<file path="config.mk">
export PLATFORM = sky130hd
export DESIGN_NAME = clk_div_multi_flat
export DESIGN_NICKNAME = d
export VERILOG_FILES = /design/src/rtl/clk_div_pkg.sv /design/src/rtl/clk_div_multi_if.sv /design/src/rtl/clk_div_channel.sv /design/src/rtl/clk_div_multi.sv /design/src/flat_wrapper.sv
export SDC_FILE = /design/constraint.sdc
export NUM_CORES = 1
export LEC_CHECK = 0
export ABC_CLOCK_PERIOD_IN_PS = 7350
export CAP_MARGIN = 20
export CORE_UTILIZATION = 39
export CTS_BUF_LIST = sky130_fd_sc_hd__clkbuf_4 sky130_fd_sc_hd__clkbuf_8
export DETAILED_ROUTE_END_ITERATION = 12
export HOLD_SLACK_MARGIN = 0.05
export SETUP_SLACK_MARGIN = 0.1
export SLEW_MARGIN = 30
export SYNTH_ARGS = -nofsm -noshare
export SYNTH_HDL_FRONTEND = slang
export SYNTH_SLANG_ARGS = --single-unit
</file>
<file path="constraint.sdc">
create_clock -name clk_100MHz -period 7.35 [get_ports clk_100MHz]
set_clock_uncertainty 0.1 [all_clocks]
set_input_delay 1.47 -clock clk_100MHz [delete_from_list [all_inputs] [get_ports clk_100MHz]]
set_output_delay 1.47 -clock clk_100MHz [all_outputs]
set_load 0.02 [all_outputs]
</file>
<file path="src/rtl/clk_div_pkg.sv">
`default_nettype none
// ============================================================================
// Module      : clk_div_pkg
// Description : Shared constants, divide-value type and helpers for the
//               multi-channel clock divider.
// Revision    : 1.0 - initial release
// ============================================================================
package clk_div_pkg;

    localparam int CNT_W       = 16;
    localparam int MIN_DIV     = 2;
    localparam int DEFAULT_DIV = 100;

    typedef logic [CNT_W-1:0] div_t;

    // Length of the high phase: odd divide values give the extra cycle to high.
    function automatic div_t half_up(input div_t d);
        logic [CNT_W:0] w_sum;
        w_sum = {1'b0, d} + {{CNT_W{1'b0}}, 1'b1};
        return w_sum[CNT_W:1];
    endfunction

endpackage
`default_nettype wire

</file>
<file path="src/rtl/clk_div_multi_if.sv">
`default_nettype none
// ============================================================================
// Module      : clk_div_multi_if
// Description : valid/ready configuration port of the multi-channel divider.
// Revision    : 1.0 - initial release
// ============================================================================
interface clk_div_multi_if #(
    parameter int NUM_CH = 4,
    parameter int CNT_W  = 16
);
    localparam int CH_W = (NUM_CH > 1) ? $clog2(NUM_CH) : 1;

    logic             cfg_valid;
    logic             cfg_ready;
    logic [CH_W-1:0]  cfg_ch;
    logic [CNT_W-1:0] cfg_div;
    logic             cfg_en;

    modport master (
        output cfg_valid,
        output cfg_ch,
        output cfg_div,
        output cfg_en,
        input  cfg_ready
    );

    modport slave (
        input  cfg_valid,
        input  cfg_ch,
        input  cfg_div,
        input  cfg_en,
        output cfg_ready
    );

endinterface
`default_nettype wire

</file>
<file path="src/rtl/clk_div_channel.sv">
`default_nettype none
// ============================================================================
// Module      : clk_div_channel
// Description : One divider channel: period counter, shadow config and
//               boundary-aligned update of divide value and enable.
// Revision    : 1.0 - initial release
// ============================================================================
module clk_div_channel #(
    parameter int CNT_W       = clk_div_pkg::CNT_W,
    parameter int DEFAULT_DIV = clk_div_pkg::DEFAULT_DIV,
    parameter bit RESET_EN    = 1'b1
) (
    input  wire logic             clk_100MHz,
    input  wire logic             rst,
    input  wire logic             i_wr,
    input  wire logic [CNT_W-1:0] i_div,
    input  wire logic             i_en,
    output logic                  o_pending,
    output logic                  o_clk,
    output logic                  o_tick,
    output logic                  o_active
);
    import clk_div_pkg::*;

    localparam logic [CNT_W-1:0] C_MIN_DIV = CNT_W'(MIN_DIV);
    localparam logic [CNT_W-1:0] C_ONE     = CNT_W'(1);
    localparam logic [CNT_W-1:0] C_RST_DIV =
        (DEFAULT_DIV < MIN_DIV) ? C_MIN_DIV : CNT_W'(DEFAULT_DIV);

    logic [CNT_W-1:0] r_div, r_cnt, r_sh_div;
    logic             r_en, r_pend, r_sh_en, r_clk, r_tick;

    logic [CNT_W-1:0] w_div_nxt, w_cnt_nxt, w_sh_div_nxt;
    logic             w_en_nxt, w_pend_nxt, w_sh_en_nxt, w_clk_nxt, w_tick_nxt;
    logic [CNT_W-1:0] w_wr_div, w_half, w_cnt_inc;
    logic             w_wrap;

    assign w_wr_div  = (i_div < C_MIN_DIV) ? C_MIN_DIV : i_div;
    assign w_half    = half_up(r_div);
    assign w_cnt_inc = r_cnt + C_ONE;
    assign w_wrap    = (r_cnt == (r_div - C_ONE));

    always_comb begin
        w_div_nxt    = r_div;
        w_cnt_nxt    = r_cnt;
        w_en_nxt     = r_en;
        w_pend_nxt   = r_pend;
        w_sh_div_nxt = r_sh_div;
        w_sh_en_nxt  = r_sh_en;
        w_clk_nxt    = 1'b0;
        w_tick_nxt   = 1'b0;

        if (r_en) begin
            if (w_wrap) begin
                // Period boundary: the only point where a queued config lands.
                if (r_pend) begin
                    w_div_nxt  = r_sh_div;
                    w_en_nxt   = r_sh_en;
                    w_pend_nxt = 1'b0;
                end
                w_cnt_nxt = '0;
                if (!r_pend || r_sh_en) begin
                    w_clk_nxt  = 1'b1;
                    w_tick_nxt = 1'b1;
                end
            end else begin
                w_cnt_nxt = w_cnt_inc;
                w_clk_nxt = (w_cnt_inc < w_half);
            end
            if (i_wr) begin
                w_sh_div_nxt = w_wr_div;
                w_sh_en_nxt  = i_en;
                w_pend_nxt   = 1'b1;
            end
        end else if (i_wr) begin
            w_div_nxt  = w_wr_div;
            w_en_nxt   = i_en;
            w_cnt_nxt  = '0;
            w_clk_nxt  = i_en;
            w_tick_nxt = i_en;
        end
    end

    // Counter resets to the last position so the first edge after reset wraps.
    always_ff @(posedge clk_100MHz) begin
        if (rst) begin
            r_div    <= C_RST_DIV;
            r_cnt    <= C_RST_DIV - C_ONE;
            r_en     <= RESET_EN;
            r_pend   <= 1'b0;
            r_sh_div <= C_RST_DIV;
            r_sh_en  <= 1'b0;
            r_clk    <= 1'b0;
            r_tick   <= 1'b0;
        end else begin
            r_div    <= w_div_nxt;
            r_cnt    <= w_cnt_nxt;
            r_en     <= w_en_nxt;
            r_pend   <= w_pend_nxt;
            r_sh_div <= w_sh_div_nxt;
            r_sh_en  <= w_sh_en_nxt;
            r_clk    <= w_clk_nxt;
            r_tick   <= w_tick_nxt;
        end
    end

    assign o_pending = r_pend;
    assign o_clk     = r_clk;
    assign o_tick    = r_tick;
    assign o_active  = r_en;

endmodule
`default_nettype wire

</file>
<file path="src/rtl/clk_div_multi.sv">
`default_nettype none
// ============================================================================
// Module      : clk_div_multi
// Description : NUM_CH runtime-programmable clock dividers sharing one
//               valid/ready configuration port.
// Revision    : 1.0 - initial release
// ============================================================================
module clk_div_multi #(
    parameter int              NUM_CH      = 4,
    parameter int              CNT_W       = clk_div_pkg::CNT_W,
    parameter int              DEFAULT_DIV = clk_div_pkg::DEFAULT_DIV,
    parameter logic [NUM_CH-1:0] RESET_EN  = {NUM_CH{1'b1}}
) (
    input  wire logic        clk_100MHz,
    input  wire logic        rst,
    clk_div_multi_if.slave   cfg,
    output logic [NUM_CH-1:0] clk_out,
    output logic [NUM_CH-1:0] tick,
    output logic [NUM_CH-1:0] active
);
    logic [NUM_CH-1:0] w_sel;
    logic [NUM_CH-1:0] w_pend;
    logic              w_accept;

    // Out-of-range channels select nothing, so they stay ready and drop writes.
    always_comb begin
        w_sel         = '0;
        cfg.cfg_ready = 1'b1;
        for (int i = 0; i < NUM_CH; i++) begin
            if (int'(cfg.cfg_ch) == i) begin
                w_sel[i]      = 1'b1;
                cfg.cfg_ready = ~w_pend[i];
            end
        end
    end

    assign w_accept = cfg.cfg_valid & cfg.cfg_ready;

    for (genvar g = 0; g < NUM_CH; g++) begin : g_ch
        clk_div_channel #(
            .CNT_W       (CNT_W),
            .DEFAULT_DIV (DEFAULT_DIV),
            .RESET_EN    (RESET_EN[g])
        ) u_ch (
            .clk_100MHz (clk_100MHz),
            .rst        (rst),
            .i_wr       (w_accept & w_sel[g]),
            .i_div      (cfg.cfg_div),
            .i_en       (cfg.cfg_en),
            .o_pending  (w_pend[g]),
            .o_clk      (clk_out[g]),
            .o_tick     (tick[g]),
            .o_active   (active[g])
        );
    end

endmodule
`default_nettype wire

</file>
<file path="src/flat_wrapper.sv">
// flat-port wrapper written by rule: the top's interface ports become plain ports
module clk_div_multi_flat 
#(
    parameter int              NUM_CH      = 4,
    parameter int              CNT_W       = clk_div_pkg::CNT_W,
    parameter int              DEFAULT_DIV = clk_div_pkg::DEFAULT_DIV,
    parameter logic [NUM_CH-1:0] RESET_EN  = {NUM_CH{1'b1}}
)
  (clk_100MHz, rst, clk_out, tick, active, cfg_cfg_valid, cfg_cfg_ch, cfg_cfg_div, cfg_cfg_en, cfg_cfg_ready);
  clk_div_multi_if #(.NUM_CH(NUM_CH), .CNT_W(CNT_W)) cfg_i ();
  input  wire logic clk_100MHz;
  input  wire logic rst;
  output logic [NUM_CH-1:0] clk_out;
  output logic [NUM_CH-1:0] tick;
  output logic [NUM_CH-1:0] active;
  input wire logic [$bits(cfg_i.cfg_valid)-1:0] cfg_cfg_valid;
  input wire logic [$bits(cfg_i.cfg_ch)-1:0] cfg_cfg_ch;
  input wire logic [$bits(cfg_i.cfg_div)-1:0] cfg_cfg_div;
  input wire logic [$bits(cfg_i.cfg_en)-1:0] cfg_cfg_en;
  output wire logic [$bits(cfg_i.cfg_ready)-1:0] cfg_cfg_ready;
  assign cfg_i.cfg_valid = cfg_cfg_valid;
  assign cfg_i.cfg_ch = cfg_cfg_ch;
  assign cfg_i.cfg_div = cfg_cfg_div;
  assign cfg_i.cfg_en = cfg_cfg_en;
  assign cfg_cfg_ready = cfg_i.cfg_ready;
  clk_div_multi #(.NUM_CH(NUM_CH), .CNT_W(CNT_W), .DEFAULT_DIV(DEFAULT_DIV), .RESET_EN(RESET_EN)) u_core (.clk_100MHz(clk_100MHz), .rst(rst), .cfg(cfg_i), .clk_out(clk_out), .tick(tick), .active(active));
endmodule
</file>
Word level (Yosys, flattened, before mapping)
Index checks and enable logic that the tools add are counted.

storage, ports and cells
  bits in registers = 212
  input port bits = 22
  output and inout port bits = 13
  logic and storage cells = 183

cells by class
  bitwise gates (word level) = 9
  reduce and logical (&&, ||, !) cells = 29
  $lt $le $gt $ge = 5
  mux-type cells = 81
  add/subtract/negate cells = 12
  equality and inequality tests = 15

operator list
  kind                     number
  $mux W16                 29
  $add A16 B1 Y17 const B  4
  $add A16 B1 Y16 const B  4
  $eq A16 B16 Y1           4
  $lt A16 B16 Y1           4
  $sub A16 B1 Y16 const B  4
  $mux W1                  52
  $lt A16 B2 Y1 const B    1
  $ne A2 B1 Y1 const B     8
  $reduce_and A2 Y1        8
  $reduce_bool A2 Y1       8
  $reduce_and A3 Y1        4
  $and A1 B1 Y1            5
  $eq A2 B2 Y1 const B     2
  $logic_not A1 Y1         4
  $logic_or A1 B1 Y1       4
  $not A1 Y1               4
  $eq A2 B1 Y1 const B     1
  $logic_not A2 Y1         1

Longest topological paths before layout
Gate-level depths: netlist of the first run.

  depth in word-level cells = 9
  depth in mapped cells = 15
  mapped depth without buffers = 15

Hierarchy
Synthesis of the first run repeated with hierarchy kept, for this count alone.

unflattened totals
  cells, all modules = 1811
  area, all modules = 15045.7 µm²

modules (own cells, without submodules)
  module           sequential area each (µm²)  instances  area each (µm²)  cells an instance
  clk_div_channel  1061.0                      4          3746.1           451
  clk_div_multi    0.0                         1          61.3             7

Least setup slack after synthesis of the first run
Ideal clock, no wire load.

  path kind = input-to-output
  from = input port cfg_cfg_ch[0]
  to = output port cfg_cfg_ready
  slack = 3.660 ns
  cell stages on the path = 3
  data required time = 5.780 ns
  arrival = 2.120 ns
  path buffers = 1
  path through = clkbuf_1 mux4_2 inv_1

on the way
  cells in the longest elaborated chain, start to end = 5
  elaborated cells between the ends (all ways) = 8
  classes of those cells = 3 x eq/ne; 4 x mux; 1 x reduce/logical

ends and longest elaborated chain
  item                  RTL line             text
  start: declaration    flat_wrapper.sv:17   input wire logic [$bits(cfg_i.cfg_ch)-1:0] cfg_cfg_ch;
  $logic_not A2 Y1      clk_div_multi.sv:30  if (int'(cfg.cfg_ch) == i) begin
  $mux W1 (3 in a row)  clk_div_multi.sv:30
  $mux W1 *             clk_div_multi.sv:30
  end: declaration      flat_wrapper.sv:20   output wire logic [$bits(cfg_i.cfg_ready)-1:0] cfg_cfg_ready;

Every way passes the cells marked *; elsewhere a longest branch is shown, timed or not.

Worst setup path after layout of the first run
  from = input port cfg_cfg_ch[1]
  to = output port cfg_cfg_ready

Same word-level chain as after synthesis.

==> results of run 1 <==
-- logic make-up (layout without fill, tap and decap cells) --
kind of cell / after synthesis / count (layout) / synth area share
fa+ha+maj: 72 / 72 / 0.0617
other cells: 0 / 1 / 0
mux: 48 / 48 / 0.0339
flops: 212 / 212 / 0.290
xor+xnor: 198 / 198 / 0.120
buf+inv: 210 / 149 / 0.0626
simple gates: 757 / 757 / 0.255
compound gates: 378 / 378 / 0.177
-- per-layer routing --
metal  track usage  vias to the layer above  wire length, um
li1              -                     6496                -
met1         0.287                     6176            19100
met2         0.328                      262            17700
met3        0.0307                       60             1970
met4        0.0569                        0              786
met5             0                        -                0
-- layout make-up --
type	instances	area, um^2
Clock inverter	7	66.3
Sequential cell	212	4240
Tap cell	468	586
Clock buffer	63	811
Inverter	31	116
Antenna cell	1	2.50
Fill cell	3751	20900
Multi-Input combinational cell	1453	9510
Timing Repair Buffer	48	450
-- how the worst min path moves through the flow --
stage / from / to / slack, ps / cells after the start
after floorplan: u_core.g_ch[1].u_ch.r_sh_en$_SDFFE_PP0P_ / u_core.g_ch[1].u_ch.r_sh_en$_SDFFE_PP0P_ / 330 / 2
after global placement: u_core.g_ch[2].u_ch.r_sh_en$_SDFFE_PP0P_ / u_core.g_ch[2].u_ch.r_sh_en$_SDFFE_PP0P_ / 340 / 2
after detailed placement: u_core.g_ch[3].u_ch.r_sh_en$_SDFFE_PP0P_ / u_core.g_ch[3].u_ch.r_sh_en$_SDFFE_PP0P_ / 340 / 2
after CTS: u_core.g_ch[3].u_ch.r_sh_en$_SDFFE_PP0P_ / u_core.g_ch[3].u_ch.r_sh_en$_SDFFE_PP0P_ / 350 / 2
after global routing: u_core.g_ch[2].u_ch.r_sh_div[7]$_SDFFE_PP0P_ / u_core.g_ch[2].u_ch.r_sh_div[7]$_SDFFE_PP0P_ / 370 / 2
final: u_core.g_ch[3].u_ch.r_sh_en$_SDFFE_PP0P_ / u_core.g_ch[3].u_ch.r_sh_en$_SDFFE_PP0P_ / 350 / 2
-- metrics by stage --
step	instances	util	total power, mW
floorplan	1875	-	2.53
global placement	2212	0.405	2.83
detailed placement	2212	0.405	2.86
CTS	2282	0.429	4.15
global route	2283	0.430	4.39
finish	2283	0.430	4.12
-- layout by cell type (no fill, tap or decap), types with 7 or more instances in the layout --
cell type / n
nand2_1: 234
dfxtp_1: 212
nor2_1: 135
a21oi_1: 110
xnor2_1: 106
nand3_1: 102
xor2_1: 91
ha_1: 72
nor3_1: 67
and3_1: 56
clkbuf_8: 54
a211oi_1: 46
mux2i_1: 45
o21ai_0: 40
a31oi_1: 34
clkdlybuf4s50_1: 33
inv_1: 28
nor4_1: 28
nand4_1: 22
a22o_1: 19
nand2b_1: 16
nor2b_1: 14
buf_4: 13
nor3b_1: 11
a311oi_1: 11
a21o_1: 11
o211ai_1: 11
and2_1: 9
o31ai_1: 9
a22oi_1: 9
clkbuf_4: 9
or2_2: 8
a221oi_1: 8
a221o_1: 8
a2111oi_0: 7
a21boi_0: 7
or3_1: 7
o21a_1: 7
-- cells in the mapped netlist, drive strengths merged, types with 14 or more instances --
master	number	share of area
xnor2	106	0.064
a211oi	53	0.030
and3	56	0.024
nand3	102	0.035
nor3	71	0.025
a21oi	110	0.038
buf	47	0.021
clkbuf	132	0.034
a31oi	34	0.015
ha	72	0.062
nor4	33	0.015
inv	29	0.0075
nand2b	16	0.0069
nor2b	14	0.0060
dfxtp	212	0.29
a22o	19	0.011
xor2	91	0.055
mux2i	45	0.031
nand2	234	0.060
nor2	138	0.035
nand4	22	0.0094
o21ai	43	0.015
-- sequential cells by signal, indices dropped and copies added (netlist names) --
register                    cells
u_core.g_ch.u_ch.o_active       4
u_core.g_ch.u_ch.o_clk          4
u_core.g_ch.u_ch.o_pending      4
u_core.g_ch.u_ch.o_tick         4
u_core.g_ch.u_ch.r_cnt         64
u_core.g_ch.u_ch.r_div         64
u_core.g_ch.u_ch.r_sh_div      64
u_core.g_ch.u_ch.r_sh_en        4
-- where the power goes --
part / switching (mW) / internal, mW / total [mW]
sequential: 0.187 / 1.27 / 1.46
combinational: 0.808 / 0.577 / 1.38
clock: 0.539 / 0.734 / 1.27
total: 1.53 / 2.58 / 4.12
-- worst reg2reg max path: stages (launching register included) --
cell	delay, ps
dfxtp_1	440
or3_1	430
or3_1	370
a2111oi_0	500
nand4_1	210
a2111oi_4	520
and4_1	670
or2_1	550
a211oi_1	150
==> summary.md, run 1 <==
| Metric | Value |
|---|---|
| Worst-Margin Slew | 1010 ps |
| MaxCap Viol Count | 0 |
| Fin Hold WS | 349 ps |
| Post-Place Cell Area | about 0.015 mm^2 |
| Post-Route WL | a little under 40,000 um |
| Final setup viols | 0 |
| Design Area, Final | 0.0158 mm^2 |
| Top cell family by delay on the critical path | buffers and inverters |
| Clk Latency, worst-skew pair | 580 ps |
| Ys flop type | dfxtp_1 |
| Reg2reg start | u_core.g_ch[1].u_ch.r_div[2]$_SDFFE_PP1P_ |
| Antenna-violating nets left | 0 |
| CTS tree | yes |
| CP startpoint | cfg_cfg_ch[1] |
| WS Path Type | input port to output pin |
| Max FO, Critical Path | 6 |
| Num CTS Buffers | 39 |
| Drt drc | 0 |
| Flop-to-flop setup slack | around 3300 ps |
| Unique cell type count in the Yosys netlist | 80 |
| Vias per std cell | roughly 5.7 |
| Synth Area per Inst | 7.79 um^2 |
| Synth Register Bits | 212 |
| Minimum clock period | 4860 ps |
| FF-to-FF path depth | 8 |
| Die H | 196 um |
| Clock slew at the register clock pins of the worst setup and hold paths | ~50 ps |
| Global-route wire length before repair | approximately 65,000 um |
| Place WS | between 2000 and 2500 ps |
| CTS H-tree lvls | 2 |
| Synth Instances | 1,875 |
| Hold crit path type | register to register |
| Total negative slack | 0 ps |
| CP Launch Type | input port |
| Dpl hpwl | around 27,000 um |
| CP endpoint | cfg_cfg_ready |
| Rows | 70 |
| Setup crit end kind | output pin |
| Fin. Hold Viols | 0 |
| Die area | ~0.038 mm^2 |
| Leakage Power | a little over 6 nW |
| WP buf/inv | 3 |
| Share of layout cells above drive strength 1 | 0.0700 |
| DRT iter0 DRCs | 832 |
| Drt pass-1 iters | 5 |
| PortBufs | 34 |
| Worst rel slew slack | 0.320 |
| Final Cycle Share | 0.661 |
| Number of global-route vias before repair | 12,300 |
| GRT Overall Usage | 0.206 |
| I/O Pins | 35 |
| Clk sinks | approximately 210 |
| Gp weighted congestion | roughly 0.88 |
| Slew Limit Fails | 0 |
| Asr flop ratio synth | 0 |
| Total grt overflow | 0 |
| CTS Hold Bufs | 0 |
| Worst path cell trace | clkdlybuf4s50_1 > mux4_2 > inv_1 > clkdlybuf4s50_1 |
| Syn Std Cell Area | around 0.015 mm^2 |
| WP data arrival | 3290 ps |
| CP required | 5780 ps |
| CTS root buf | clkbuf_8 |
| Area grow syn2layout | 8.02% |
| Maximum clock path buffer count | 3 |
| Chip Width | a little under 200 um |
| PwrDens | roughly 260 mW/mm^2 |
| End of the worst register-to-register path | u_core.g_ch[1].u_ch.r_div[7]$_SDFFE_PP0P_ |
| Core area | 0.0367 mm^2 |
| PnR worst setup slack | about 2500 ps |
| Post-synthesis sequential area ratio | 0.290 |
| Starting density of the core | 0.398 |
| Post-synth EDFFs | 0 |
| Post-CTS Resized | 0 |
| DR WL/cell | 17.3 um |
| Post-CTS Setup Bufs | 0 |
| Vias | 13,000 |
| CP max stage delay | around 620 ps |
| Synth Net Count | between 1,500 and 2,000 |
| RSZ-0062 raised after global routing | false |
| Achievable frequency | 206 MHz |
| Initial antenna violation count | 1 |
| Fin nets | between 1,500 and 2,000 |
| Syn. warnings | 0 |
| Cell mode on critical path | clkdlybuf4s50_1 |
| Outcome | completed |
| VDD IR max | 0.141 mV |
| Slowest cell on the critical path | clkdlybuf4s50_1 |
| Largest net degree at the start of global routing | 95 |
| CP Depth | 4 |
(Power assumes the default switching activity.)
==> inputs of run 2 (changes only) <==
- ABC_CLOCK_PERIOD_IN_PS: 7350 -> 5000
- clock period: 7.35 -> 5 ns (I/O delays scaled with it)
==> run 2 against run 1 <==
Net effect:
- critical path depth increased by 4
- highest routed layer unchanged
- via count fell by 0.24%
- largest cell class unchanged
- hold slack better by 5.0 ps
- cell area barely moved
==> summary.md, run 2 (same netlist as run 1, synthesis figures left out) <==
| Metric | Value |
|---|---|
| CTS H-tree lvls | 2 (unchanged) |
| Met3 Usage GRT | 0.0306 (was 0.0307) |
| Share of layout cells above drive strength 1 | 0.0720 (was 0.0700) |
| Gp weighted congestion | 0.862 (was 0.878) |
| WP data arrival | 4250 ps (was 3290 ps) |
| DRT iter0 DRCs | 830 (was 832) |
| Minimum clock period | 3960 ps |
| Core Util, Final | 0.430 (about the same) |
| MaxCap Viol Count | 0 (unchanged) |
| CTS root buf | clkbuf_8 (unchanged) |
| Clock slew at the register clock pins of the worst setup and hold paths | 70 ps (was 50 ps) |
| Antenna-violating nets left | 0 (unchanged) |
| RSZ-0062 raised after global routing | false (unchanged) |
| Maximum clock path buffer count | 3 (unchanged) |
| Slew Limit Fails | 0 (unchanged) |
| Fin. Hold Viols | 0 (unchanged) |
| VDD IR max | 0.193 mV (was 0.141 mV) |
| Drt pass-1 iters | 6 (was 5) |
| Vias per std cell | 5.67 (was 5.69) |
| Commonest cells after routing, fill and taps aside | nand2_1, dfxtp_1, nor2_1, a21oi_1, xnor2_1 (unchanged) |
| CP required | 5290 ps (was 5780 ps) |
| CP Launch Type | register (was input port) |
| Hold crit path type | register to register (unchanged) |
| Total grt overflow | 0 (unchanged) |
| Largest net degree at the start of global routing | 87 (was 95) |
| Achievable frequency | 253 MHz |
| Final Non-Filler Cells | 2,288 (was 2,283) |
| Met1 Track Usage GR | 0.289 (was 0.287) |
| Leakage Power | 6.17 nW (was 6.15 nW) |
| Chip Width | 196 um (unchanged) |
| Dpl hpwl | 27,200 um (was 27,400 um) |
| Met2 usage | 0.319 (was 0.328) |
| Global route hottest layer | met2 (unchanged) |
| Die area | 0.0382 mm^2 (unchanged) |
| Placed insts | 2,221 (was 2,212) |
| Global-route wire length before repair | 64,200 um (was 64,800 um) |
| FF-to-FF path depth | 8 (unchanged) |
| Clk Latency, worst-skew pair | 570 ps (was 580 ps) |
| Worst-Margin Slew | 942 ps (was 1010 ps) |
| Setup crit end kind | register (was output pin) |
| CTS Hold Bufs | 0 (unchanged) |
| N_diodes | 0 (was 1) |
| Die H | 196 um (unchanged) |
| Rows | 70 (unchanged) |
| I/O Pins | 35 (unchanged) |
| Total negative slack | 0 ps (unchanged) |
| PortBufs | 34 (unchanged) |
| WS Path Type | register to register (was input port to output pin) |
| Outcome | completed (unchanged) |
| Num CTS Buffers | 39 (unchanged) |
| Initial antenna violation count | 0 (was 1) |
| Post-CTS Resized | 0 (unchanged) |
| Clk sinks | 212 (unchanged) |
| Commonest non-fill, non-tap cell in the layout | nand2_1 (unchanged) |
| Area grow syn2layout | 7.98% (was 8.02%) |
| GRT Overall Usage | 0.205 (was 0.206) |
| Design Area, Final | 0.0158 mm^2 (about the same) |
| Final setup viols | 0 (unchanged) |
| Post-CTS Setup Bufs | 0 (unchanged) |
| Worst rel slew slack | 0.367 (was 0.320) |
| CTS tree | yes (unchanged) |
| Vias | 13,000 (about the same) |
| Core area | 0.0367 mm^2 (unchanged) |
| DR WL/cell | 17.1 um (was 17.3 um) |
| Post-Place Cell Area | 0.0150 mm^2 (was 0.0149 mm^2) |
| Number of global-route vias before repair | 12,100 (was 12,300) |
| Largest registers | u_core.g_ch.u_ch.r_cnt (64), u_core.g_ch.u_ch.r_div (64), u_core.g_ch.u_ch.r_sh_div (64) (unchanged) |
| Max FO, Critical Path | 17 (was 6) |
| Fin Hold WS | 354 ps (was 349 ps) |
| FILL cells | 3,680 (was 3,751) |
| Fin nets | 1,888 (was 1,879) |
| Drt drc | 0 (unchanged) |
| Final Cycle Share | 0.792 |
| Post-Route WL | 39,200 um (was 39,600 um) |
| Worst hold path cell count | 2 (unchanged) |
| PwrDens | 381 mW/mm^2 (was 261 mW/mm^2) |
| Starting density of the core | 0.398 (unchanged) |
## run 2: final timing paths
| path | start | endpoint | slack (ps) |
|---|---|---|---|
| worst min register to register | u_core.g_ch[0].u_ch.r_sh_div[15]$_SDFFE_PP0P_ | u_core.g_ch[0].u_ch.r_sh_div[15]$_SDFFE_PP0P_ | 350 |
| worst max-delay path | u_core.g_ch[1].u_ch.r_div[2]$_SDFFE_PP1P_ | u_core.g_ch[1].u_ch.r_div[11]$_SDFFE_PP0P_ | 1040 |
| worst max register to register | u_core.g_ch[1].u_ch.r_div[2]$_SDFFE_PP1P_ | u_core.g_ch[1].u_ch.r_div[11]$_SDFFE_PP0P_ | 1040 |
| worst min-delay path | u_core.g_ch[0].u_ch.r_sh_div[15]$_SDFFE_PP0P_ | u_core.g_ch[0].u_ch.r_sh_div[15]$_SDFFE_PP0P_ | 350 |
## run 2: critical path: stages, from the launching register on
cell	delay (ps)
dfxtp_1	430
or3_1	420
or3_1	380
a2111oi_0	470
nand4_1	210
a2111oi_4	450
and4_1	640
or2_1	520
a211oi_1	160
## run 2: final cells by class
type	count	area, um^2	area share
clock buffers	62	759	0.0481
well taps	468	586	0.0371
multi-input cells	1453	9490	0.602
clock inverters	5	50.0	0.00317
flip-flops and latches	212	4250	0.269
repair buffers	57	527	0.0334
inverters	31	116	0.00738
## run 2: per-layer routing
| metal | up-vias | wire length (um) |
|---|---|---|
| met5 | - | 0 |
| met4 | 0 | 943 |
| met3 | 63 | 1780 |
| met2 | 247 | 17100 |
| met1 | 6163 | 19400 |
| li1 | 6490 | - |
## run 2: stage by stage
step / power (mW) / setup slack (ps)
floorplan: 3.71 / 1810
global placement: 4.21 / 1130
detailed placement: 4.25 / 1060
CTS: 6.06 / 1030
global route: 6.41 / 814
finish: 6.01 / 1040
## run 2: power by group
group          internal, mW  switching [mW]
Clock                  1.01           0.761
Combinational         0.877            1.20
Sequential             1.87           0.290
Total                  3.76            2.25
==> inputs of run 3 (changes only) <==
- ABC_CLOCK_PERIOD_IN_PS: 5000 -> 3400
- clock period: 5 -> 3.4 ns (I/O delays scaled with it)
==> run 3 against run 2 <==
Net effect:
- non-clock buffer count increased by 104
- cell area increased by 5.9%
- hold slack got worse by 2.1 ps
- sequential share of layout area decreased by 1.4 points
- die area unchanged
- via count increased by 4.3%
- highest routed layer unchanged
==> summary.md, run 3 (same netlist as run 1, synthesis figures left out) <==
| Metric | Value |
|---|---|
| Outcome | completed (unchanged) |
| Flop-to-flop setup slack | 260 ps (was 1040 ps) |
| PortBufs | 34 (unchanged) |
| Gp weighted congestion | 0.904 (was 0.862) |
| N_diodes | 0 (unchanged) |
| Place WS | 98.8 ps (was 1060 ps) |
| Num CTS Buffers | 40 (was 39) |
| Slew Limit Fails | 0 (unchanged) |
| Vias | 13,500 (was 13,000) |
| Chip Width | 196 um (unchanged) |
| Post-Place Cell Area | 0.0157 mm^2 (was 0.0150 mm^2) |
| Share of layout cells above drive strength 1 | 0.137 (was 0.0720) |
| Clock slew at the register clock pins of the worst setup and hold paths | 50 ps (was 70 ps) |
| Max FO, Critical Path | 2 (was 17) |
| Reg2reg start | u_core.g_ch[0].u_ch.r_div[2]$_SDFFE_PP1P_ (was u_core.g_ch[1].u_ch.r_div[2]$_SDFFE_PP1P_) |
| Worst rel slew slack | 0.521 (was 0.367) |
| Drt drc | 0 (unchanged) |
| CP Launch Type | input port (was register) |
| I/O Pins | 35 (unchanged) |
| Antenna-violating nets left | 0 (unchanged) |
| DR WL/cell | 17.4 um (was 17.1 um) |
| Die area | 0.0382 mm^2 (unchanged) |
| Rows | 70 (unchanged) |
| RSZ-0062 raised after global routing | false (unchanged) |
| Post-layout power | 9.09 mW (was 6.01 mW) |
| Commonest cells after routing, fill and taps aside | nand2_1, dfxtp_1, nor2_1, buf_4, a21oi_1 (was nand2_1, dfxtp_1, nor2_1, a21oi_1, xnor2_1) |
| Starting density of the core | 0.398 (unchanged) |
| Core area | 0.0367 mm^2 (unchanged) |
| Dpl hpwl | 29,300 um (was 27,200 um) |
| Final Cycle Share | 0.923 |
| Design Area, Final | 0.0167 mm^2 (was 0.0158 mm^2) |
| CP required | 2620 ps (was 5290 ps) |
| Achievable frequency | between 300 and 400 MHz |
| Hold crit path type | register to register (unchanged) |
| WS Path Type | input port to output pin (was register to register) |
| End of the worst register-to-register path | u_core.g_ch[0].u_ch.o_clk$_SDFF_PP0_ (was u_core.g_ch[1].u_ch.r_div[11]$_SDFFE_PP0P_) |
| PwrDens | 544 mW/mm^2 (was 381 mW/mm^2) |
| Maximum clock path buffer count | 3 (unchanged) |
| Final setup viols | 0 (unchanged) |
| CTS tree | yes (unchanged) |
| Commonest non-fill, non-tap cell in the layout | nand2_1 (unchanged) |
| VDD IR max | 0.269 mV (was 0.193 mV) |
| CTS root buf | clkbuf_8 (unchanged) |
| CTS H-tree lvls | 2 (unchanged) |
| DRT iter0 DRCs | 813 (was 830) |
| Global-route wire length before repair | 67,000 um (was 64,200 um) |
| MaxCap Viol Count | 0 (unchanged) |
| Fin nets | 1,993 (was 1,888) |
| WP data arrival | 2360 ps (was 4250 ps) |
| CP startpoint | cfg_cfg_ch[1] (was u_core.g_ch[1].u_ch.r_div[2]$_SDFFE_PP1P_) |
| Clk sinks | 212 (unchanged) |
| Total grt overflow | 0 (unchanged) |
| Minimum clock period | about 3100 ps |
| Vias per std cell | 5.65 (was 5.67) |
| FF-to-FF path depth | 9 (was 8) |
| Drt pass-1 iters | 6 (unchanged) |
| Post-Route WL | 41,500 um (was 39,200 um) |
| Worst-Margin Slew | 718 ps (was 942 ps) |
| Number of global-route vias before repair | 12,700 (was 12,100) |
| Initial antenna violation count | 0 (unchanged) |
| Total negative slack | 0 ps (unchanged) |
| Leakage Power | 6.70 nW (was 6.17 nW) |
| GRT Overall Usage | 0.216 (was 0.205) |
| Setup crit end kind | output pin (was register) |
| Fin. Hold Viols | 0 (unchanged) |
| Die H | 196 um (unchanged) |
| PnR worst setup slack | 261 ps (was 1040 ps) |
| FILL cells | 3,653 (was 3,680) |
| Largest net degree at the start of global routing | 64 (was 87) |
| Area grow syn2layout | 14.4% (was 7.98%) |
| Clk Latency, worst-skew pair | 590 ps (was 570 ps) |
| Largest registers | u_core.g_ch.u_ch.r_cnt (64), u_core.g_ch.u_ch.r_div (64), u_core.g_ch.u_ch.r_sh_div (64) (unchanged) |
| CP endpoint | cfg_cfg_ready (was u_core.g_ch[1].u_ch.r_div[11]$_SDFFE_PP0P_) |
==> run 3: layer usage <==
metal,global-route usage,vias to the layer above,part of all wire
li1,-,6727,-
met1,0.293,6412,0.48
met2,0.342,307,0.45
met3,0.0337,72,0.047
met4,0.0828,0,0.028
met5,0,-,0
==> run 3: critical path, stage by stage <==
cell and delay, ps:
clkdlybuf4s50_1 520, mux4_2 500, inv_1 70, clkdlybuf4s50_1 590
==> run 3: how the worst min path moves through the flow <==
stage | end | cells after the start | start | slack, ps
finish | u_core.g_ch[0].u_ch.r_sh_div[14]$_SDFFE_PP0P_ | 2 | u_core.g_ch[0].u_ch.r_sh_div[14]$_SDFFE_PP0P_ | 350
global route | u_core.g_ch[1].u_ch.r_sh_div[12]$_SDFFE_PP0P_ | 2 | u_core.g_ch[1].u_ch.r_sh_div[12]$_SDFFE_PP0P_ | 370
CTS | u_core.g_ch[0].u_ch.r_sh_en$_SDFFE_PP0P_ | 2 | u_core.g_ch[0].u_ch.r_sh_en$_SDFFE_PP0P_ | 350
detailed placement | u_core.g_ch[1].u_ch.r_sh_div[10]$_SDFFE_PP0P_ | 2 | u_core.g_ch[1].u_ch.r_sh_div[10]$_SDFFE_PP0P_ | 350
global placement | u_core.g_ch[2].u_ch.r_sh_en$_SDFFE_PP0P_ | 2 | u_core.g_ch[2].u_ch.r_sh_en$_SDFFE_PP0P_ | 340
floorplan | u_core.g_ch[1].u_ch.r_sh_en$_SDFFE_PP0P_ | 2 | u_core.g_ch[1].u_ch.r_sh_en$_SDFFE_PP0P_ | 330
==> run 3: cell type report <==
class	count	area, um^2	area share
Clock inverter	7	65.1	0.00389
Timing Repair Buffer	161	1360	0.0812
Multi-Input combinational cell	1453	9580	0.573
Tap cell	468	586	0.0350
Sequential cell	212	4260	0.255
Inverter	31	116	0.00696
Clock buffer	60	744	0.0446
==> run 3: metrics by stage <==
step | utilization | instances | hold slack, ps
final | 0.455 | 2392 | 352
after detailed placement | 0.429 | 2321 | 347
after global routing | 0.455 | 2392 | 371
after CTS | 0.451 | 2388 | 355
after global placement | 0.429 | 2321 | 339
after floorplan | - | 1875 | 331
==> run 3: timing repair <==
item,in CTS,in global routing
pin swaps,0,5
setup endpoints to repair,5,27
setup buffers,0,4
hold buffers,0,0
gates resized for setup,3,39
==> run 3: power by group <==
| group | switching (mW) | internal (mW) | total (mW) | leakage [nW] |
|---|---|---|---|---|
| clock network | 1.15 | 1.46 | 2.62 | 0.428 |
| logic | 1.91 | 1.50 | 3.41 | 4.55 |
| registers | 0.313 | 2.76 | 3.07 | 1.72 |
| total | 3.37 | 5.73 | 9.09 | 6.70 |
